--- src/rtl/linear_layer_scheduler_pkg.sv ---
// Shared types and helpers for the linear-layer scheduler.
//   sched_state_e : scheduler FSM states
//   tag_t         : in-flight tile tag {last, neuron} carried alongside the datapath
//   clog2_min1    : $clog2 with a floor of 1 so single-entry ranges still get a bit
package linear_layer_scheduler_pkg;

  typedef enum logic [1:0] {
    StIdle,
    StRun,
    StDrain,
    StDone
  } sched_state_e;

  // Fixed-width neuron field so the tag can be a plain packed struct; layers
  // wider than this are rejected at elaboration in the scheduler.
  localparam int unsigned NeuronMaxW = 16;

  typedef struct packed {
    logic                  last;
    logic [NeuronMaxW-1:0] neuron;
  } tag_t;

  localparam int unsigned TagW = $bits(tag_t);

  function automatic int unsigned clog2_min1(input int unsigned n);
    return (n > 1) ? $clog2(n) : 1;
  endfunction

endpackage

--- src/rtl/linear_layer_scheduler_if.sv ---
// Scheduler-to-datapath bundle.
//   master : scheduler side (drives enables, addresses, tags, result handshake)
//   slave  : layer control / datapath / consumer side
// Signals:
//   start, out_ready                        : into the scheduler
//   dp_ce, w_addr, f_tile, b_addr           : datapath clock enable and memory addresses
//   issue_valid, issue_first, issue_last    : per-tile issue strobes
//   out_valid, out_neuron                   : finished-neuron result handshake
//   busy, done                              : layer status
interface linear_layer_scheduler_if
  import linear_layer_scheduler_pkg::*;
#(
  parameter int unsigned NUM_OUT  = 64,
  parameter int unsigned IN_TILES = 4,
  parameter int unsigned W_ADDR_W = clog2_min1(NUM_OUT * IN_TILES)
) ();

  localparam int unsigned TileW   = clog2_min1(IN_TILES);
  localparam int unsigned NeuronW = clog2_min1(NUM_OUT);

  logic                start;
  logic                out_ready;
  logic                dp_ce;
  logic [W_ADDR_W-1:0] w_addr;
  logic [TileW-1:0]    f_tile;
  logic [NeuronW-1:0]  b_addr;
  logic                issue_valid;
  logic                issue_first;
  logic                issue_last;
  logic                out_valid;
  logic [NeuronW-1:0]  out_neuron;
  logic                busy;
  logic                done;

  modport master (
    input  start,
    input  out_ready,
    output dp_ce,
    output w_addr,
    output f_tile,
    output b_addr,
    output issue_valid,
    output issue_first,
    output issue_last,
    output out_valid,
    output out_neuron,
    output busy,
    output done
  );

  modport slave (
    output start,
    output out_ready,
    input  dp_ce,
    input  w_addr,
    input  f_tile,
    input  b_addr,
    input  issue_valid,
    input  issue_first,
    input  issue_last,
    input  out_valid,
    input  out_neuron,
    input  busy,
    input  done
  );

endinterface

--- src/rtl/linear_layer_scheduler_tag_delay_line.sv ---
// Enabled shift register that mirrors the datapath pipeline for tile tags.
//   clk, rst : clock, asynchronous active-high reset (clears every stage)
//   en_i     : advance one stage (tied to the datapath clock enable)
//   d_i      : tag entering stage 0
//   q_o      : tag leaving the last stage, Depth enabled cycles after entry
module linear_layer_scheduler_tag_delay_line #(
  parameter int unsigned Width = 1,
  parameter int unsigned Depth = 2
) (
  input  logic             clk,
  input  logic             rst,
  input  logic             en_i,
  input  logic [Width-1:0] d_i,
  output logic [Width-1:0] q_o
);

  logic [Depth-1:0][Width-1:0] stage_q;

  always_ff @(posedge clk or posedge rst) begin
    if (rst) begin
      stage_q <= '0;
    end else if (en_i) begin
      stage_q <= {stage_q[Depth-2:0], d_i};
    end
  end

  assign q_o = stage_q[Depth-1];

endmodule

--- src/rtl/linear_layer_scheduler.sv ---
// Linear-layer sequencer: walks every output neuron through every input tile,
// drives weight/feature/bias addresses into the datapath and presents each
// neuron's finished result with a valid/ready handshake. Back-pressure freezes
// the whole datapath through dp_ce.
//   clk, rst : clock, asynchronous active-high reset
//   ctrl     : scheduler bundle (master side), see linear_layer_scheduler_if
module linear_layer_scheduler
  import linear_layer_scheduler_pkg::*;
#(
  parameter int unsigned NUM_OUT      = 64,
  parameter int unsigned IN_TILES     = 4,
  parameter int unsigned PIPE_LATENCY = 6,
  parameter int unsigned W_ADDR_W     = clog2_min1(NUM_OUT * IN_TILES)
) (
  input  logic                      clk,
  input  logic                      rst,
  linear_layer_scheduler_if.master  ctrl
);

  localparam int unsigned TileW   = clog2_min1(IN_TILES);
  localparam int unsigned NeuronW = clog2_min1(NUM_OUT);

  localparam logic [TileW-1:0]   LastTile   = TileW'(IN_TILES - 1);
  localparam logic [NeuronW-1:0] LastNeuron = NeuronW'(NUM_OUT - 1);

  if (NeuronW > NeuronMaxW || PIPE_LATENCY < 2) begin : g_bad_params
    $error("linear_layer_scheduler: NUM_OUT too large or PIPE_LATENCY < 2");
  end

  sched_state_e        state_q;
  logic [TileW-1:0]    tile_q;
  logic [NeuronW-1:0]  neuron_q;
  logic [W_ADDR_W-1:0] w_addr_q;

  logic               dp_ce;
  logic               issue;
  logic               tile_last;
  logic               neuron_last;
  logic               out_valid;
  logic [NeuronW-1:0] out_neuron;
  logic               handshake;
  logic               final_xfer;
  tag_t               tag_in;
  tag_t               tag_tail;

  // Only the tail tag can stall the pipe: a result waiting on out_ready.
  assign out_valid  = tag_tail.last;
  assign out_neuron = tag_tail.neuron[NeuronW-1:0];
  assign dp_ce      = !(out_valid && !ctrl.out_ready);
  assign issue      = (state_q == StRun) && dp_ce;

  assign tile_last   = (tile_q == LastTile);
  assign neuron_last = (neuron_q == LastNeuron);
  assign handshake   = out_valid && ctrl.out_ready;
  assign final_xfer  = handshake && (out_neuron == LastNeuron);

  // Non-issue cycles push an empty tag (last=0) so bubbles never raise out_valid.
  always_comb begin
    tag_in        = '0;
    tag_in.last   = issue && tile_last;
    tag_in.neuron = NeuronMaxW'(neuron_q);
  end

  linear_layer_scheduler_tag_delay_line #(
    .Width (TagW),
    .Depth (PIPE_LATENCY)
  ) u_tag_pipe (
    .clk  (clk),
    .rst  (rst),
    .en_i (dp_ce),
    .d_i  (tag_in),
    .q_o  (tag_tail)
  );

  // Upper neuron bits of the tail tag are always zero for this layer size.
  logic unused_tag_bits;
  assign unused_tag_bits = ^(tag_tail.neuron >> NeuronW);

  always_ff @(posedge clk or posedge rst) begin
    if (rst) begin
      state_q  <= StIdle;
      tile_q   <= '0;
      neuron_q <= '0;
      w_addr_q <= '0;
    end else begin
      unique case (state_q)
        StIdle: begin
          tile_q   <= '0;
          neuron_q <= '0;
          w_addr_q <= '0;
          if (ctrl.start) begin
            state_q <= StRun;
          end
        end
        StRun: begin
          if (dp_ce) begin
            if (tile_last) begin
              tile_q <= '0;
              if (neuron_last) begin
                // Final tile issued: park counters at zero for the next layer.
                neuron_q <= '0;
                w_addr_q <= '0;
                state_q  <= StDrain;
              end else begin
                neuron_q <= neuron_q + NeuronW'(1);
                w_addr_q <= w_addr_q + W_ADDR_W'(1);
              end
            end else begin
              tile_q   <= tile_q + TileW'(1);
              w_addr_q <= w_addr_q + W_ADDR_W'(1);
            end
          end
        end
        StDrain: begin
          // Last neuron's tag is the final live entry; its transfer empties the pipe.
          if (final_xfer) begin
            state_q <= StDone;
          end
        end
        StDone: begin
          state_q <= StIdle;
        end
        default: begin
          state_q <= StIdle;
        end
      endcase
    end
  end

  assign ctrl.dp_ce       = dp_ce;
  assign ctrl.issue_valid = issue;
  assign ctrl.issue_first = issue && (tile_q == '0);
  assign ctrl.issue_last  = issue && tile_last;
  assign ctrl.w_addr      = w_addr_q;
  assign ctrl.f_tile      = tile_q;
  assign ctrl.b_addr      = neuron_q;
  assign ctrl.out_valid   = out_valid;
  assign ctrl.out_neuron  = out_neuron;
  assign ctrl.busy        = (state_q != StIdle);
  assign ctrl.done        = (state_q == StDone);

endmodule
--- src/flat_wrapper.sv ---
// flat-port wrapper written by rule: the top's interface ports become plain ports
module linear_layer_scheduler_flat import linear_layer_scheduler_pkg::*;
#(
  parameter int unsigned NUM_OUT      = 64,
  parameter int unsigned IN_TILES     = 4,
  parameter int unsigned PIPE_LATENCY = 6,
  parameter int unsigned W_ADDR_W     = clog2_min1(NUM_OUT * IN_TILES)
)
  (clk, rst, ctrl_start, ctrl_out_ready, ctrl_dp_ce, ctrl_w_addr, ctrl_f_tile, ctrl_b_addr, ctrl_issue_valid, ctrl_issue_first, ctrl_issue_last, ctrl_out_valid, ctrl_out_neuron, ctrl_busy, ctrl_done);
  linear_layer_scheduler_if #(.NUM_OUT(NUM_OUT), .IN_TILES(IN_TILES), .W_ADDR_W(W_ADDR_W)) ctrl_i ();
  input  logic clk;
  input  logic rst;
  input wire logic [$bits(ctrl_i.start)-1:0] ctrl_start;
  input wire logic [$bits(ctrl_i.out_ready)-1:0] ctrl_out_ready;
  output wire logic [$bits(ctrl_i.dp_ce)-1:0] ctrl_dp_ce;
  output wire logic [$bits(ctrl_i.w_addr)-1:0] ctrl_w_addr;
  output wire logic [$bits(ctrl_i.f_tile)-1:0] ctrl_f_tile;
  output wire logic [$bits(ctrl_i.b_addr)-1:0] ctrl_b_addr;
  output wire logic [$bits(ctrl_i.issue_valid)-1:0] ctrl_issue_valid;
  output wire logic [$bits(ctrl_i.issue_first)-1:0] ctrl_issue_first;
  output wire logic [$bits(ctrl_i.issue_last)-1:0] ctrl_issue_last;
  output wire logic [$bits(ctrl_i.out_valid)-1:0] ctrl_out_valid;
  output wire logic [$bits(ctrl_i.out_neuron)-1:0] ctrl_out_neuron;
  output wire logic [$bits(ctrl_i.busy)-1:0] ctrl_busy;
  output wire logic [$bits(ctrl_i.done)-1:0] ctrl_done;
  assign ctrl_i.start = ctrl_start;
  assign ctrl_i.out_ready = ctrl_out_ready;
  assign ctrl_dp_ce = ctrl_i.dp_ce;
  assign ctrl_w_addr = ctrl_i.w_addr;
  assign ctrl_f_tile = ctrl_i.f_tile;
  assign ctrl_b_addr = ctrl_i.b_addr;
  assign ctrl_issue_valid = ctrl_i.issue_valid;
  assign ctrl_issue_first = ctrl_i.issue_first;
  assign ctrl_issue_last = ctrl_i.issue_last;
  assign ctrl_out_valid = ctrl_i.out_valid;
  assign ctrl_out_neuron = ctrl_i.out_neuron;
  assign ctrl_busy = ctrl_i.busy;
  assign ctrl_done = ctrl_i.done;
  linear_layer_scheduler #(.NUM_OUT(NUM_OUT), .IN_TILES(IN_TILES), .PIPE_LATENCY(PIPE_LATENCY), .W_ADDR_W(W_ADDR_W)) u_core (.clk(clk), .rst(rst), .ctrl(ctrl_i));
endmodule
--- config.mk ---
export PLATFORM = sky130hd
export DESIGN_NAME = linear_layer_scheduler_flat
export DESIGN_NICKNAME = d
export VERILOG_FILES = /design/src/rtl/linear_layer_scheduler_pkg.sv /design/src/rtl/linear_layer_scheduler_if.sv /design/src/rtl/linear_layer_scheduler_tag_delay_line.sv /design/src/rtl/linear_layer_scheduler.sv /design/src/flat_wrapper.sv
export SDC_FILE = /design/constraint.sdc
export NUM_CORES = 1
export LEC_CHECK = 0
export ABC_AREA = 1
export BUFFER_PORTS_ARGS = -buffer_cell sky130_fd_sc_hd__buf_4
export CAP_MARGIN = 30
export CELL_PAD_IN_SITES_DETAIL_PLACEMENT = 0
export CELL_PAD_IN_SITES_GLOBAL_PLACEMENT = 1
export CORE_MARGIN = 4
export CORE_UTILIZATION = 47
export DETAILED_ROUTE_END_ITERATION = 10
export PLACE_DENSITY = 0.9
export SLEW_MARGIN = 10
export SYNTH_ARGS = -nofsm -noshare
export SYNTH_HDL_FRONTEND = slang
export SYNTH_SLANG_ARGS = --single-unit
--- constraint.sdc ---
create_clock -name clk -period 4.59 [get_ports clk]
set_input_delay 1.377 -clock clk [delete_from_list [all_inputs] [get_ports clk]]
set_output_delay 1.377 -clock clk [all_outputs]
set_load 0.01 [all_outputs]
* After elaboration in Yosys (flattened, before gate mapping)
Index checks and enable logic that the tools add are counted.
** Storage, ports and cells
- Register bits after elaboration :: 60
- Output and inout port bits :: 29
** Operators by class
- Add/subtract/negate cells :: 3
- Equality and inequality tests :: 11
- Muxes and demuxes :: 17
- Reduce and logical (&&, ||, !) cells :: 15
** Operators by type and width (number)
- $mux 8 :: 3
- $mux 6 :: 3
- $pmux 8 s2 :: 1
- $mux 2 :: 7
- $eq 6x6->1 const B :: 2
- $pmux 6 s2 :: 1
- $add 8x1->8 const B :: 1
- $pmux 2 s4 :: 1
- $add 6x1->6 const B :: 1
- $eq 2x2->1 const B :: 3
- $logic_and 1x1->1 :: 6
- $ne 2x1->1 const B :: 3
- $reduce_and 5->1 :: 1
- $logic_not 2->1 :: 2
- $ne 2x2->1 const B :: 2
- $pmux 2 s2 :: 1
- $reduce_bool 2->1 :: 2
- $reduce_and 3->1 :: 1
- $add 2x1->2 const B :: 1
- $eq 2x1->1 const B :: 1
- $logic_not 1->1 :: 2
- $reduce_and 2->1 :: 1

* Depth between registers and ports, before layout
Gate-level depths: netlist (run 1).
- Depth in word-level cells :: 5
- Gate-level depth with buffers :: 11
- Gate-level depth less buffers :: 10

* Hierarchy
From an unflattened synthesis (run 1), not the netlist that was laid out.
** Unflattened totals
- Cell total of the unflattened synthesis :: 596
- Area, all modules :: 5109.9 um^2
** Modules (own cells, without submodules)
- linear_layer_scheduler_tag_delay_line :: instances 1, cells an instance 449, area an instance 3945.0 um^2
- linear_layer_scheduler :: instances 1, cells an instance 147, area an instance 1164.9 um^2

* Worst setup path before layout (run 1)
OpenSTA, ideal clock, no wires.
- Path kind :: input -> output
- Start :: in ctrl_out_ready
- End :: out ctrl_dp_ce
- Arrival :: 1.842 ns
- Required time :: 3.213 ns
- Slack :: 1.371 ns
- Stages on the path :: 3
- Path buffers :: 1
- Cells stage by stage :: inv_1 > nand2_4 > clkbuf_1
** On the way
- Word-level cells in the longest chain between the ends :: 3
** Ends and longest elaborated chain
- from (decl) :: line flat_wrapper.sv:14 : input wire logic [$bits(ctrl_i.out_ready)-1:0] ctrl_out_ready;
- $logic_not 1->1 :: line linear_layer_scheduler.sv:49 : assign dp_ce = !(out_valid && !ctrl.out_ready);
- $logic_and 1x1->1 :: line linear_layer_scheduler.sv:49
- $logic_not 1->1 :: line linear_layer_scheduler.sv:49
- to (decl) :: line flat_wrapper.sv:15 : output wire logic [$bits(ctrl_i.dp_ce)-1:0] ctrl_dp_ce;
No other way between the ends.

* Worst setup path in the final report (run 1)
Same ends and word-level chain as after synthesis.

==> metrics.md, run 1 <==
| Metric | Value |
|---|---|
| IO Pins | 33 |
| Period utilization | 0.7737 |
| Total power | 2.000 mW |
| Worst clock skew | 8.046 ps |
| Final hold vios | 0 |
| Critical path, cell by cell | buf_4 -> inv_1 -> nand2_4 -> buf_4 -> buf_4 |
| Placed Instance Area | 3034 sq um |
| Hold Crit Class | reg2reg |
| Diodes inserted | 0 |
| Max Slew Vio Count | 0 |
| Max-Cap Viols | 0 |
| Worst path required time | 3210 ps |
| Total track usage | 0.1580 |
| Worst IR Drop VDD | 308.1 uV |
| Setup TNS | 0 ps |
| Synth area leaders | dfrtp_1, nand2_1, o21ai_0, inv_1, ha_1 |
| Port Buffers | 32 |
| WL final | 5079 microns |
| Clk Latency, worst-skew pair | 330 ps |
| FILL cells | 512 |
| Top cell type by total area after synthesis | dfrtp_1 |
| Worst setup SP type | input port |
| Core Area | 5642 sq um |
| Netlist cell types | 26 |
| WS Path Type | in2out |
| GPL Wtd Cong | 0.8124 |
| Syn. warnings | 0 |
| Mapped Cells | 315 |
| Average routed wire per standard cell | 12.04 microns |
| Clock-pin slew on the worst setup and hold paths | 70 ps |
| Family with the most delay on the worst path | buffers and inverters |
| Die ar. | 7228 sq um |
| Post-Syn Area per Cell | 8.850 sq um |
| Fmax | 281.6 MHz |
| Worst-path maximum fanout | 33 |
| Most frequent CP cell | buf_4 |
| WHS | 463.5 ps |
| CTS Buffer Depth | 2 |
| Most frequent cell after synthesis | nand2_1 |
| Clk sinks | 60 |
| Synth top cells by count | nand2_1, dfrtp_1, o21ai_0 |
| DRC Markers | 0 |
| Power Density | 609.2 nW/um^2 |
| Least-Margin Pin Slew | 678.7 ps |
| Async set or reset register ratio after synthesis | 1.000 |
| Die H | 85.02 microns |
| Starting density of the core | 0.4941 |
| Vias per inst | 4.775 |
| Layout net count | 358 |
| Global route overflow | 0 |
| Setup violators final | 0 |
| RSZ-0062 raised after global routing | no |
| CTS buffer count | 9 |
| Pin count of the biggest net entering global routing | 46 |
| CTS HTree Levels | 3 |
| Antenna Nets Post-Route | 0 |
| Buffers and inverters on the worst path | 4 |
| First-pass GRT wire length | 9183 microns |
| Vias in the first global route | 2,029 |
| Highest-delay cell along the critical path | buf_4 |
| Min Clock Period, post-route | 3551 ps |
| 1st-pass router iterations | 4 |
| Post-synthesis sequential area ratio | 0.5386 |
| Via total after detailed routing | 2,015 |
| FF+latch count, synth | 60 |
| P_leak | 1.660 nW |
| EDFF count, synth | 0 |
| Placed Cells | 406 |
| Row cnt | 27 |
| Most used DFF post-synth | dfrtp_1 |
| Fin area | 3283 sq um |
| Initial antenna violation count | 0 |
| Finished Layout Cells | 422 |
| Worst Setup End Kind | output pin |
| Syn Nets | 328 |
| Share of post-route cells with drive strength above 1 | 0.2057 |
| Area growth, synth to finish | 17.77% |
| Outcome | finished clean |
| TritonCTS clock tree | built |
| Max stage delay on crit path | 320 ps |
| Top cell type's share of synthesized area | 0.5386 |
| Post-CTS setup buffers | 0 |
| Detail Placement HPWL | 3492 microns |
| Post-CTS sizing | 0 |
| Post-synthesis cell area | 2788 sq um |
| Critical path arrival | 2170 ps |
| Slew Limit Headroom | 0.5469 |
| Die W | 85.02 microns |
| Hold bufs inserted after CTS | 0 |
| DR iter-0 viols | 132 |
| Root buf cell | clkbuf_8 |
per-stage QoR:
step           worst slack (ps)    util
4_1_cts                    1041  0.5819
2_1_floorplan              1371       -
3_5_place_dp               1041  0.5378
6_report                   1039  0.5819
5_1_grt                   967.9  0.5819
3_3_place_gp               1065  0.5378
layer usage:
metal  share of wire  track usage
met1            0.48       0.2146
met2            0.47       0.2394
met3           0.037      0.04854
met4           0.012      0.05612
met5               0            0
sequential cells by signal (all words and copies together), names as in the netlist:
signal                     count
u_core.state_q                 2
u_core.ctrl.f_tile             2
u_core.ctrl.b_addr             6
u_core.u_tag_pipe.q_o          7
u_core.ctrl.w_addr             8
u_core.u_tag_pipe.stage_q     35
worst min-delay path, stage by stage (launching register included):
cell and delay, ps:
dfrtp_1 320, inv_1 50, nand2_1 60
final timing paths:
| check | slack [ps] | depth (start not counted) | startpoint | to |
|---|---|---|---|---|
| setup reg to reg | 2780 | 7 | u_core.state_q[1] | u_core.ctrl.w_addr[3] |
| min in group asynchronous | 1150 | 2 | rst | u_core.u_tag_pipe.stage_q[1] |
| max in group asynchronous | 2630 | 3 | rst | u_core.u_tag_pipe.stage_q[21] |
| setup / recovery | 1040 | 5 | ctrl_out_ready | ctrl_dp_ce |
| hold / removal | 460 | 2 | u_core.u_tag_pipe.stage_q[84] | u_core.u_tag_pipe.q_o[16] |
| hold reg to reg | 460 | 2 | u_core.u_tag_pipe.stage_q[84] | u_core.u_tag_pipe.q_o[16] |
where the power goes:
group          leakage [nW]  switching (mW)  internal [mW]
Sequential            0.810          0.0849          0.657
Combinational         0.728           0.415          0.254
Clock                 0.122           0.214          0.375
final cells by class:
cell class              count  area [sq um]  area share
flip-flops and latches     60          1501      0.4573
multi-input cells         198          1025      0.3121
repair buffers             34         255.2     0.07774
inverters                  42         162.7     0.04954
clock buffers              10         137.6     0.04192
clock inverters             6         111.4     0.03392
well taps                  72         90.09     0.02744
layout by cell type, fill, tap and decap left out:
cell / netlist / routed
nor2_4: 3 / 3
nand2_1: 93 / 93
clkinv_4: 0 / 1
nor2_2: 2 / 2
xnor2_1: 1 / 1
or2_2: 1 / 1
xor2_1: 1 / 1
dfrtp_1: 60 / 60
nand3_4: 2 / 2
nand2_2: 4 / 4
nand2_4: 5 / 5
bufinv_16: 0 / 3
o21bai_1: 1 / 1
a21o_1: 1 / 1
nor2_1: 15 / 15
nand3_1: 7 / 7
buf_4: 6 / 34
nand4_1: 4 / 4
inv_1: 38 / 37
nor3_1: 2 / 2
inv_2: 3 / 4
a21oi_1: 5 / 5
ha_1: 9 / 9
clkbuf_8: 0 / 10
o21ai_0: 42 / 42
clkinv_2: 0 / 1
inv_6: 1 / 1
clkinvlp_4: 0 / 1
cells by family after synthesis:
logic type,Yosys count,share of synthesized area
compound gates,49,0.08977
fa+ha+maj,9,0.04040
simple gates,138,0.2311
flops,60,0.5386
xor+xnor,2,0.006285
buf+inv,57,0.09381
No activity file was read; power rests on OpenSTA's default activity.
==> run 2, diff against run 1 <==
- ABC_AREA: 1 -> 0
- CORE_UTILIZATION: 47 -> 42
- PLACE_DENSITY: 0.9 -> 0.81
- clock period: 4.59 -> 3.2 ns (I/O delays scaled with it)
==> run 2 against run 1 <==
Effect of this change: critical path depth down 1; register-to-register slack lost 1800 ps; final cell count decreased by 24%; clock skew rose by 3.8 ps; synthesized cell count is 33% lower; via count is 17% lower; design area shrank 5.1%; largest cell class unchanged; first-iteration DRC count fell by 18%; routed wire length is 5.3% lower; count of clock-buffer cells in the layout stayed put; highest routed layer unchanged.
==> metrics.md, run 2 <==
| Metric | Value |
|---|---|
| Worst path required time | 2240 ps |
| P_sw | 0.8108 mW |
| WS Path Type | reg2out |
| Worst IR Drop VDD | 442.7 uV |
| FILL cells | 540 |
| Worst-path maximum fanout | 15 |
| Starting density of the core | 0.4414 |
| R2r startpoint | u_core.state_q[1] |
| Setup TNS | 0 ps |
| Async set or reset register ratio after synthesis | 1.000 |
| Hold bufs inserted after CTS | 0 |
| Top cell type's share of synthesized area | 0.5644 |
| Die W | 87.59 microns |
| GRT Max-Usage Layer | met2 |
| Top cell type by total area after synthesis | dfrtp_1 |
| Fmax | 363.9 MHz |
| Detail Placement HPWL | 3360 microns |
| Total power | 2.385 mW |
| Flop2flop setup slack | 950 ps |
| Pin count of the biggest net entering global routing | 42 |
| Clk sinks | 60 |
| Post-synthesis cell area | 2660 sq um |
| Netlist cell types | 32 |
| R2R cell count | 6 |
| Worst clock skew | 11.88 ps |
| Share of post-route cells with drive strength above 1 | 0.3862 |
| Period utilization | 0.8587 |
| Layout net count | 254 |
| Root buf cell | clkbuf_8 |
| Clock share of power | 0.251 |
| CTS Buffer Depth | 2 |
| P_leak | 1.595 nW |
| Syn. warnings | 0 |
| Vias per inst | 5.196 |
| Fin area | 3117 sq um |
| Sw frac | 0.3400 |
| WL final | 4810 microns |
| Setup violators final | 0 |
| Max-Cap Viols | 0 |
| Family with the most delay on the worst path | adder cells |
| Beginning of the worst hold path | u_core.u_tag_pipe.stage_q[84] |
| Critical path, cell by cell | inv_1 -> ha_1 -> and3_1 -> buf_4 |
| Synth top cells by count | dfrtp_1, mux2_2, nand3_1 |
| Post-CTS sizing | 0 |
| RSZ-0062 raised after global routing | no |
| Max Slew Vio Count | 0 |
| Initial antenna violation count | 0 |
| Comb power frac | 0.302 |
| FF-to-FF End | u_core.state_q[1] |
| Core Area | 6026 sq um |
| First-pass GRT wire length | 8473 microns |
| CTS HTree Levels | 3 |
| Worst setup SP type | register |
| Clock-pin slew on the worst setup and hold paths | 70 ps |
| Mapped Cells | 210 |
| Outcome | finished clean |
| Die H | 87.59 microns |
| FF+latch count, synth | 60 |
| Syn Nets | 223 |
| Most frequent cell after synthesis | dfrtp_1 |
| Min Clock Period, post-route | 2748 ps |
| Buffers and inverters on the worst path | 2 |
| Hold Crit Class | reg2reg |
| Hold Path Depth | 1 |
| Final core occ | 0.5172 |
| Antenna Nets Post-Route | 0 |
| TritonCTS clock tree | built |
| DRC Markers | 0 |
| Die ar. | 7671 sq um |
| Met2 GRT Util | 0.2089 |
| Commonest non-fill, non-tap cell in the layout | dfrtp_1 |
| IO Pins | 33 |
| Critical path arrival | 1790 ps |
| Highest-delay cell along the critical path | ha_1 |
| Post-Syn Area per Cell | 12.67 sq um |
| CTS buffer count | 9 |
| Least-Margin Pin Slew | 786.0 ps |
| 1st-pass router iterations | 4 |
| Clk Latency, worst-skew pair | 330 ps |
| Most used DFF post-synth | dfrtp_1 |
| Power Density | 765.1 nW/um^2 |
| Max stage delay on crit path | 490 ps |
| Post-synthesis sequential area ratio | 0.5644 |
| WHS | 475.7 ps |
| Met1 Track Usage GR | 0.2016 |
| Average routed wire per standard cell | 14.98 microns |
| Area growth, synth to finish | 17.17% |
| Biggest register | u_core.u_tag_pipe.stage_q |
| Total track usage | 0.1457 |
| Share of power burned in registers | 0.447 |
| Final hold vios | 0 |
| Row cnt | 28 |
| Global route overflow | 0 |
| DR iter-0 viols | 108 |
| Post-CTS setup buffers | 0 |
| M3 GR Usage | 0.03575 |
| EDFF count, synth | 0 |
| Worst Setup End Kind | output pin |
| Synth area leaders | dfrtp_1, mux2_2, ha_1, nand3_1, buf_4 |
| Vias in the first global route | 1,677 |
| Most frequent cells in the layout | dfrtp_1, mux2_2, buf_4 |
| Diodes inserted | 0 |
| Slew Limit Headroom | 0.4735 |
| WHS Endpoint | u_core.u_tag_pipe.q_o[16] |
| Internal power | 1.574 mW |
| Placed Instance Area | 2939 sq um |
| GPL Wtd Cong | 0.7940 |
| Max FFs per register | 35 |
| Via total after detailed routing | 1,668 |
| Port Buffers | 32 |
run 2: cell count changes after synthesis, sizes merged, moves of 3 or more:
cell / delta
clkbuf: -3
nor2: -12
and2: +3
and3: +4
xor2: +3
nand2: -96
inv: -33
or3: +3
o21ai: -32
mux2: +42
a22o: +3
run 2: stage by stage:
stage                     setup WS, ps  std cells
after detailed placement         548.0        305
after global placement           561.7        305
after CTS                        422.5        321
after global routing             258.6        321
after floorplan                  556.9        210
final                            452.1        321
run 2: cell type report:
type | count | area [sq um] | area share
sequential | 60 | 1501 | 0.4817
multi-input combinational | 127 | 1042 | 0.3344
inverter | 9 | 33.78 | 0.01084
clock buffer | 10 | 137.6 | 0.04416
tap | 75 | 93.84 | 0.03011
clock inverter | 6 | 40.04 | 0.01285
timing repair buffer | 34 | 267.8 | 0.08591
run 2: power groups by stage:
| stage | Combinational (mW) | Sequential (mW) | Clock (mW) |
|---|---|---|---|
| detailed placement | 0.725 | 1.08 | 0 |
| global route | 0.811 | 1.09 | 0.662 |
| finish | 0.720 | 1.07 | 0.599 |
| global placement | 0.707 | 1.08 | 0 |
| floorplan | 0.503 | 1.06 | 0 |
| CTS | 0.729 | 1.07 | 0.621 |
run 2: layer usage:
layer	wire length, microns	up-vias	part of all wire
met3	194	9	0.040
met1	2334	823	0.49
li1	-	803	-
met2	2168	33	0.45
met4	113	0	0.023
met5	0	-	0
run 2: how the worst max path moves through the flow:
stage / startpoint / endpoint / slack (ps) / cells past startpoint
4_1_cts: u_core.state_q[1] / ctrl_issue_last / 420 / 4
2_1_floorplan: ctrl_out_ready / ctrl_issue_first / 560 / 4
3_5_place_dp: ctrl_out_ready / ctrl_issue_last / 550 / 4
5_1_grt: u_core.state_q[1] / ctrl_issue_last / 260 / 4
6_report: u_core.state_q[1] / ctrl_issue_last / 450 / 4
3_3_place_gp: ctrl_out_ready / ctrl_issue_first / 560 / 4
run 2: cells by family after synthesis:
group                    after synthesis  synth area share
AO/OA/AOI/OAI                         26           0.06539
flip-flops                            60            0.5644
multiplexers                          42            0.1778
buffers and inverters                 23           0.04468
XOR/XNOR                               4           0.01317
adder cells (fa/ha/maj)                9           0.04233
AND/OR/NAND/NOR                       46           0.09219
==> run 3, diff against run 2 <==
- CORE_MARGIN: 4 -> not set
==> run 3 against run 2 <==
Effect of this change: first-iteration DRC count is 23% lower; via count is 1.5% higher; total power is 5.8% higher; register-to-register slack hardly changed.
==> metrics.md, run 3 (synthesized netlist as in run 2, its figures left out) <==
| Metric | Value |
|---|---|
| DR iter-0 viols | 83 |
| Total track usage | 0.1716 |
| Worst clock skew | 7.794 ps |
| Post-CTS setup buffers | 0 |
| First-pass GRT wire length | 8224 microns |
| Critical path arrival | 1780 ps |
| Root buf cell | clkbuf_8 |
| TritonCTS clock tree | built |
| Post-CTS sizing | 0 |
| Hold Crit Class | reg2reg |
| Clk sinks | 60 |
| Area growth, synth to finish | 18.77% |
| Core Area | 6026 sq um |
| Via total after detailed routing | 1,693 |
| Worst path required time | 2240 ps |
| Global route overflow | 0 |
| Final hold vios | 0 |
| Die W | 81.59 microns |
| Pin count of the biggest net entering global routing | 29 |
| Max-Cap Viols | 0 |
| Fin area | 3159 sq um |
| Slew Limit Headroom | 0.4797 |
| Least-Margin Pin Slew | 776.8 ps |
| FILL cells | 555 |
| Worst-path maximum fanout | 15 |
| Diodes inserted | 0 |
| Biggest register | u_core.u_tag_pipe.stage_q |
| CTS buffer count | 9 |
| Share of post-route cells with drive strength above 1 | 0.3831 |
| IO Pins | 33 |
| Clk Latency, worst-skew pair | 330 ps |
| Fmax | 364.6 MHz |
| Worst Setup End Kind | output pin |
| Worst IR Drop VDD | 503.7 uV |
| Row cnt | 28 |
| CTS Buffer Depth | 2 |
| GPL Wtd Cong | 0.7512 |
| Period utilization | 0.8572 |
| Detail Placement HPWL | 3316 microns |
| Finished Layout Cells | 323 |
| Critical path, cell by cell | inv_1 -> ha_1 -> and3_1 -> buf_4 |
| Setup TNS | 0 ps |
| WS Path Type | reg2out |
| Worst setup SP type | register |
| DRC Markers | 0 |
| Outcome | finished clean |
| Starting density of the core | 0.4414 |
| Highest-delay cell along the critical path | ha_1 |
| Max stage delay on crit path | 500 ps |
| Antenna Nets Post-Route | 0 |
| 1st-pass router iterations | 4 |
| Die H | 81.59 microns |
| Family with the most delay on the worst path | adder cells |
| Clock-pin slew on the worst setup and hold paths | 70 ps |
| Most frequent cells in the layout | dfrtp_1, mux2_2, buf_4 |
| Die ar. | 6656 sq um |
| Power Density | 798.6 nW/um^2 |
| P_leak | 1.614 nW |
| Setup violators final | 0 |
| WL final | 4905 microns |
| Average routed wire per standard cell | 15.19 microns |
| Min Clock Period, post-route | 2743 ps |
| Max FFs per register | 35 |
| RSZ-0062 raised after global routing | no |
| CTS HTree Levels | 3 |
| Initial antenna violation count | 0 |
| Vias in the first global route | 1,663 |
| Layout net count | 256 |
| Final core occ | 0.5243 |
| Commonest non-fill, non-tap cell in the layout | dfrtp_1 |
| Hold bufs inserted after CTS | 0 |
| Placed Instance Area | 2942 sq um |
| Max Slew Vio Count | 0 |
| Port Buffers | 32 |
| Buffers and inverters on the worst path | 2 |
| Vias per inst | 5.241 |
| Placed Cells | 307 |
[run 3: cell types whose count changed in the layout (fill, tap and decap cells not counted), sizes merged]
cell / previous run / this run
bufinv: 0 / 2
clkinv: 5 / 1
clkbuf: 10 / 12
buf: 34 / 36
[run 3: layout make-up]
cell class,instances,area (sq um),share of cell area
clock buffers,12,145.1,0.04594
clock inverters,4,72.57,0.02297
inverters,9,33.78,0.01069
multi-input cells,127,1042,0.3299
flip-flops and latches,60,1501,0.4752
well taps,75,93.84,0.02970
repair buffers,36,270.3,0.08554
[run 3: metrics by stage]
step / power [mW] / worst slack, ps / hold slack [ps]
global placement: 1.780 / 561.2 / 458.9
global route: 2.690 / 319.9 / 519.5
floorplan: 1.561 / 556.9 / 430.5
detailed placement: 1.802 / 556.4 / 468.2
CTS: 2.556 / 449.1 / 507.5
finish: 2.523 / 456.9 / 502.1
[run 3: power breakdown]
group | internal, mW | switching (mW) | total, mW
Sequential | 0.929 | 0.141 | 1.07
Combinational | 0.344 | 0.367 | 0.711
Clock | 0.459 | 0.283 | 0.742
Total | 1.73 | 0.791 | 2.52
[run 3: routing by layer]
metal  share of wire  routed length [microns]  vias to the layer above  track usage
met3           0.052                      255                        5      0.04556
met5               0                        0                        -            0
li1                -                        -                      803            -
met4           0.014                       71                        0      0.07368
met2            0.45                     2196                       39       0.2533
met1            0.49                     2381                      846       0.2382
[run 3: final timing paths]
| kind | startpoint | end | slack [ps] | cells past startpoint |
|---|---|---|---|---|
| setup reg to reg | u_core.state_q[1] | u_core.state_q[1] | 940 | 6 |
| setup / recovery | u_core.state_q[1] | ctrl_issue_first | 460 | 4 |
| max in group asynchronous | rst | u_core.u_tag_pipe.stage_q[37] | 1890 | 3 |
| min in group asynchronous | rst | u_core.u_tag_pipe.q_o[1] | 640 | 2 |
| hold reg to reg | u_core.u_tag_pipe.stage_q[21] | u_core.u_tag_pipe.stage_q[21] | 500 | 1 |
| hold / removal | u_core.u_tag_pipe.stage_q[21] | u_core.u_tag_pipe.stage_q[21] | 500 | 1 |
